## src/rtl/step_dir_decoder.sv

```systemverilog
// rtl/step_dir_decoder.sv - step/dir receiver: rebuilds signed position, step period and motion flags
module step_dir_decoder #(
  parameter int POS_W       = 24,
  parameter int PER_W       = 21,
  parameter int SYNC_STAGES = 2,
  parameter int MIN_HIGH    = 100,
  parameter int TIMEOUT     = 2_000_000
) (
  input  logic             clk,
  input  logic             reset,
  input  logic             step_in,
  input  logic             dir_in,
  input  logic             clear,
  output logic [POS_W-1:0] position,
  output logic [PER_W-1:0] period,
  output logic             period_valid,
  output logic             moving,
  output logic             step_event,
  output logic [7:0]       glitch_count
);

  localparam logic [1:0] ST_ARM      = 2'd0;
  localparam logic [1:0] ST_IDLE     = 2'd1;
  localparam logic [1:0] ST_HIGH     = 2'd2;
  localparam logic [1:0] ST_WAIT_LOW = 2'd3;

  localparam int HI_W   = $clog2(MIN_HIGH + 1);
  localparam int FILL_W = $clog2(SYNC_STAGES + 1);

  localparam logic [HI_W-1:0]   HI_LAST  = HI_W'(MIN_HIGH - 1);
  localparam logic [FILL_W-1:0] FILL_MAX = FILL_W'(SYNC_STAGES);
  localparam logic [PER_W-1:0]  PER_SAT  = PER_W'(TIMEOUT - 1);
  localparam logic [PER_W-1:0]  PER_PRE  = PER_W'(TIMEOUT - 2);

  logic [SYNC_STAGES-1:0] step_sync;
  logic [SYNC_STAGES-1:0] dir_sync;
  logic                   step_s;
  logic                   dir_s;
  logic [FILL_W-1:0]      fill;
  logic                   sync_primed;

  logic [1:0]      state;
  logic [1:0]      state_nxt;
  logic [HI_W-1:0] hi_cnt;
  logic [HI_W-1:0] hi_cnt_nxt;
  logic            accept;
  logic            reject;

  logic [PER_W-1:0] per_cnt;
  logic             have_prev;
  logic             timeout_hit;

  assign step_s = step_sync[SYNC_STAGES-1];
  assign dir_s  = dir_sync[SYNC_STAGES-1];

  // The zeros flushed out of the reset synchronizer are not real samples, so ARM
  // only trusts step_s once every stage holds a post-reset sample.
  assign sync_primed = (fill == FILL_MAX);

  always_ff @(posedge clk or negedge reset) begin
    if (!reset) begin
      step_sync <= '0;
      dir_sync  <= '0;
      fill      <= '0;
    end else begin
      step_sync <= {step_sync[SYNC_STAGES-2:0], step_in};
      dir_sync  <= {dir_sync[SYNC_STAGES-2:0], dir_in};
      if (!sync_primed) begin
        fill <= fill + 1'b1;
      end
    end
  end

  always_comb begin
    state_nxt  = state;
    hi_cnt_nxt = hi_cnt;
    accept     = 1'b0;
    reject     = 1'b0;
    case (state)
      ST_ARM: begin
        if (sync_primed && !step_s) begin
          state_nxt = ST_IDLE;
        end
      end
      ST_IDLE: begin
        if (step_s) begin
          state_nxt  = ST_HIGH;
          hi_cnt_nxt = HI_W'(1);
        end
      end
      ST_HIGH: begin
        if (!step_s) begin
          reject    = 1'b1;
          state_nxt = ST_IDLE;
        end else if (hi_cnt == HI_LAST) begin
          accept    = 1'b1;
          state_nxt = ST_WAIT_LOW;
        end else begin
          hi_cnt_nxt = hi_cnt + 1'b1;
        end
      end
      ST_WAIT_LOW: begin
        if (!step_s) begin
          state_nxt = ST_IDLE;
        end
      end
      default: state_nxt = ST_ARM;
    endcase
  end

  always_ff @(posedge clk or negedge reset) begin
    if (!reset) begin
      state  <= ST_ARM;
      hi_cnt <= '0;
    end else begin
      state  <= state_nxt;
      hi_cnt <= hi_cnt_nxt;
    end
  end

  // Fires on the edge where per_cnt lands on TIMEOUT-1, so the flags drop
  // exactly TIMEOUT-1 cycles after the last accepted step.
  assign timeout_hit = !accept && (per_cnt == PER_PRE);

  always_ff @(posedge clk or negedge reset) begin
    if (!reset) begin
      position     <= '0;
      period       <= '0;
      period_valid <= 1'b0;
      moving       <= 1'b0;
      step_event   <= 1'b0;
      glitch_count <= '0;
      per_cnt      <= '0;
      have_prev    <= 1'b0;
    end else begin
      step_event <= accept;

      if (clear) begin
        position <= '0;
      end else if (accept) begin
        position <= dir_s ? position - 1'b1 : position + 1'b1;
      end

      if (reject && glitch_count != 8'hFF) begin
        glitch_count <= glitch_count + 1'b1;
      end

      if (accept) begin
        per_cnt <= '0;
      end else if (per_cnt != PER_SAT) begin
        per_cnt <= per_cnt + 1'b1;
      end

      if (accept) begin
        if (have_prev) begin
          period       <= per_cnt + 1'b1;
          period_valid <= 1'b1;
        end
        have_prev <= 1'b1;
        moving    <= 1'b1;
      end else if (timeout_hit) begin
        have_prev    <= 1'b0;
        moving       <= 1'b0;
        period_valid <= 1'b0;
      end
    end
  end

endmodule

```

## config.mk

```make
export PLATFORM = sky130hd
export DESIGN_NAME = step_dir_decoder
export DESIGN_NICKNAME = d
export VERILOG_FILES = /design/src/rtl/step_dir_decoder.sv
export SDC_FILE = /design/constraint.sdc
export NUM_CORES = 1
export LEC_CHECK = 0
export CAP_MARGIN = 20
export CORE_MARGIN = 3
export CORE_UTILIZATION = 35
export DETAILED_ROUTE_END_ITERATION = 10
export GPL_ROUTABILITY_DRIVEN = 0
export PLACE_DENSITY = 0.51
export SLEW_MARGIN = 0
export SYNTH_ARGS = -nofsm -noshare
export SYNTH_HDL_FRONTEND = slang
export SYNTH_SLANG_ARGS = --single-unit
```

## constraint.sdc

```tcl
create_clock -name clk -period 5.16 [get_ports clk]
set_clock_uncertainty 0.15 [all_clocks]
set_input_delay 1.548 -clock clk [delete_from_list [all_inputs] [get_ports clk]]
set_output_delay 1.548 -clock clk [all_outputs]
set_load 0.005 [all_outputs]
```

==> summary by stage <==
Worst hold path
The hold path startpoint is step_sync[0]. The worst hold path was traced through 0 stages. The class of the most critical hold timing path is flip-flop to flip-flop.

The endpoint of the worst hold-timing path is step_sync[1].

Global routing
The number of global-route vias before repair was 4071. The number of antenna violations at the first check in global routing came to 0. The first global-routing pass estimated 20200 um of wire. The maximum number of pins on one net before global-route repair is 71. Global routing used 15.5% of the available tracks. The leftover overflow at the end of global routing is 0.

Layout
In the final layout, the share of cells above drive strength 1 is 4.82%. The number of diodes is 0. The final net count is 635.

After routing the design area is 6200 sq um. The number of fillers in the final layout is 1380. Compared with the post-synthesis result, the final layout area differs by 23.2%.

Routing
The total wirelength of the detailed-routed design is 11800 um. The first detailed-routing pass ran for 4 iterations. The per-cell routed wire length is 15.1 um. After detailed routing, the number of vias per cell comes to 5.22.

The detail route stage leaves a number of antenna-violating nets equal to 0. Summing over every cut layer, the via total after detailed routing is 4084. The detailed router finished its first iteration with 228 violations.

The DRC violation count after routing is 0.

Placed design
The standard cell area after detailed placement is 5830 sq um. Summed over all nets, the half-perimeter wirelength after detailed placement is 8420 um. The number of buffers inserted by port buffering is 60. Timing analysis after detailed placement gives a worst setup slack of 1730 ps.

Synthesis
Of all flip-flops after synthesis, the portion carrying an async set or reset was 100%. Yosys printed 0 warnings. The number of instances in the synthesized netlist is 538. Yosys mapped a number of flops with a built-in enable equal to 0. Dividing the synthesized area by the synthesized cell count gives 9.36 sq um. Yosys attributes the largest share of cell area to sky130_fd_sc_hd__dfrtp_1, sky130_fd_sc_hd__ha_1, sky130_fd_sc_hd__nand2_1. Synthesis instantiated 54 different standard cells from the library. The most area-hungry cell type in the Yosys netlist is sky130_fd_sc_hd__dfrtp_1.

The synthesized design contains 92 register bits. After synthesis, the largest area contributor takes up 45.7% of total cell area. Summing every instance area after synthesis gives 5040 sq um. For this run, the register share of the synthesized area comes to 45.7%.

In the synthesized netlist the dominant register cell turns out to be sky130_fd_sc_hd__dfrtp_1. The post-synthesis net count is 576.

STA
Setup repair after global routing left no endpoint under its margin. The clock period could shrink to 3440 ps. For the pin with the worst max-slew slack, the measured transition is 898 ps. The final clock period utilization by the worst path is 66.7%. The final hold violation count is 0.

The aggregate negative setup slack is 0 ps. The normalized max-slew margin is 40.1%. The setup slack after layout is 1720 ps.

The total of endpoints with negative setup slack in the final report is 0. On the final layout, the worst hold slack is 202 ps. The final number of max-transition violations is 0. The highest attainable clock frequency is 0.291 GHz.

Die
For this configuration, the core starts out at a cell density of 36.0%. During I/O placement, the number of pins put on the boundary was 61. The floorplan die height is 126 um.

The die covers 15900 sq um. In this run the horizontal extent of the chip is 126 um. The area of the core is 14000 sq um. In this run the core area contains 43 standard-cell rows.

Critical path
The startpoint-to-endpoint class of the critical path is flip-flop to flip-flop. The maximum fanout count along the critical path is 15. Traced cell by cell, the critical path runs through buf_4 -> ha_1 -> a21o_1 -> a21o_1 -> a2111oi_2 -> nor3_1 -> and2_4 -> or4_1 -> a32o_1. The critical path endpoint category is a flip-flop. Data arrives at the worst endpoint at 3530 ps. In this run the register-to-register setup slack is 1720 ps. The worst register-to-register path ends at position[21].

The most numerous cell on the critical path is sky130_fd_sc_hd__a21o_1. The family with the most delay on the worst path is compound AO/OA/AOI/OAI gates. For this design, the slowest cell found on the critical path is sky130_fd_sc_hd__dfrtp_1.

The number of cells on the worst reg-to-reg path is 9. The sum of buffers and inverters on the critical path is 1. The launching element type of the critical path is a flip-flop.

The total stage count of the critical path is 9. Data on the critical path is required at its endpoint by 5250 ps. The delay contributed by the slowest stage of the critical path is 650 ps.

The startpoint of the lowest-slack register-to-register path is dir_sync[1].

Clocking
After clock tree synthesis, the flow added hold-fix buffers numbering 0. Clock latency on the worst-skew pair, taken at its later pin, is 350 ps. Clock tree synthesis selected as its root buffer the cell sky130_fd_sc_hd__clkbuf_16.

The clock transition at the registers of the reported paths is 70 ps. Once the clock tree was built, the resizer swapped 0 gates to a different size. Counting the buffers created by CTS gives 9. After clock tree synthesis, the setup repair step added 0 buffers.

The CTS tree is yes. The clock sink count is 92. The number of H-tree levels is 3. Counting along the longest clock path gives a buffer depth of 2.

Pwr
In this run the static leakage power is 2.74 nW. In this run the power density over the cells is 278 nW/um^2. The sum of internal, switching and leakage power is 1.73 mW. Across the VDD grid, the largest voltage drop is 276 uV.

Outcome
The run finished with clean final reports.

Run
Max-cap violations in this run came to 0.
==> metrics by stage <==
| step | util, % | cells |
|---|---|---|
| after floorplan | - | 538 |
| after global placement | 41.6 | 764 |
| after detailed placement | 41.6 | 765 |
| after CTS | 44.1 | 781 |
| after global routing | 44.3 | 782 |
| final | 44.3 | 782 |
==> registers in the layout, indices dropped and copies added (netlist names) <==
name and flops:
step_sync 2, dir_sync 2, step_event 1, position 24
hi_cnt 7, glitch_count 8, state 2, fill 2
period_valid 1, have_prev 1, per_cnt 21, period 21
==> final cells by class <==
class / instances / area, sq um / share of cell area (%)
well taps: 180 / 225 / 3.63
repair buffers: 66 / 667 / 10.8
inverters: 13 / 48.8 / 0.787
clock buffers: 9 / 225 / 3.63
clock inverters: 7 / 124 / 2.00
flip-flops and latches: 92 / 2300 / 37.1
multi-input cells: 415 / 2610 / 42.1
==> Yosys cell counts, drive strengths merged (6+ instances only) <==
cell / instances
dfrtp: 92
nand2: 73
o21ai: 52
a21oi: 38
ha: 32
nand3: 32
nor2: 31
xnor2: 27
nor3: 17
clkbuf: 14
xor2: 14
inv: 13
a21o: 12
and3: 9
nand4: 7
or3: 6
==> report_power, final <==
group / total (mW) / switching (mW) / internal (mW)
combinational: 0.176 / 0.100 / 0.0754
sequential: 0.776 / 0.0300 / 0.746
clock: 0.775 / 0.298 / 0.477
total: 1.73 / 0.429 / 1.30
==> cells by family (layout without fill, tap and decap cells) <==
| group | Yosys count | in the layout | synth area share (%) |
|---|---|---|---|
| AOI/OAI and AO/OA | 138 | 138 | 16.7 |
| xor gates and xnor gates | 41 | 41 | 7.13 |
| adders and majority gates | 33 | 33 | 8.35 |
| buffers and inverters | 31 | 95 | 2.46 |
| DFF | 92 | 92 | 45.7 |
| muxes | 2 | 2 | 0.422 |
| and+or+nand+nor | 201 | 201 | 19.3 |
==> layout by cell type (no fill, tap or decap), drive strengths merged, types with 3 or more instances in the layout <==
cell	instances
nor2	31
and4	3
nand2	73
nand2b	3
ha	32
a22o	3
buf	7
dfrtp	92
xnor2	27
a21o	12
or3	6
o21a	5
nor4b	5
clkbuf	9
bufinv	3
or4	4
and2	3
nor3	17
and3	9
a31oi	3
clkdlybuf4s50	59
o21ai	52
a211oi	4
inv	14
nand4	7
xor2	14
nand3	32
a21oi	38
==> worst reg2reg max path: stages (launching register included) <==
cell	delay, ps
sky130_fd_sc_hd__dfrtp_1	650
sky130_fd_sc_hd__buf_4	340
sky130_fd_sc_hd__ha_1	370
sky130_fd_sc_hd__a21o_1	230
sky130_fd_sc_hd__a21o_1	200
sky130_fd_sc_hd__a2111oi_2	350
sky130_fd_sc_hd__nor3_1	150
sky130_fd_sc_hd__and2_4	180
sky130_fd_sc_hd__or4_1	460
sky130_fd_sc_hd__a32o_1	260
==> per-layer routing <==
metal  global-route usage [%]  share of wire (%)  vias up
met2                     24.4                 45       76
met3                     4.96                5.1       19
met5                        0                  0        -
met1                     20.5                 48     1940
met4                     4.86                1.9        0
li1                         -                  -     2049
==> worst max-delay path by stage <==
stage | start | endpoint
floorplan | dir_sync[1] | position[21]
global placement | dir_sync[1] | position[21]
detailed placement | dir_sync[1] | position[21]
CTS | dir_sync[1] | position[21]
global route | dir_sync[1] | position[21]
finish | dir_sync[1] | position[21]
Note: power is estimated with default switching activity, not from simulation.
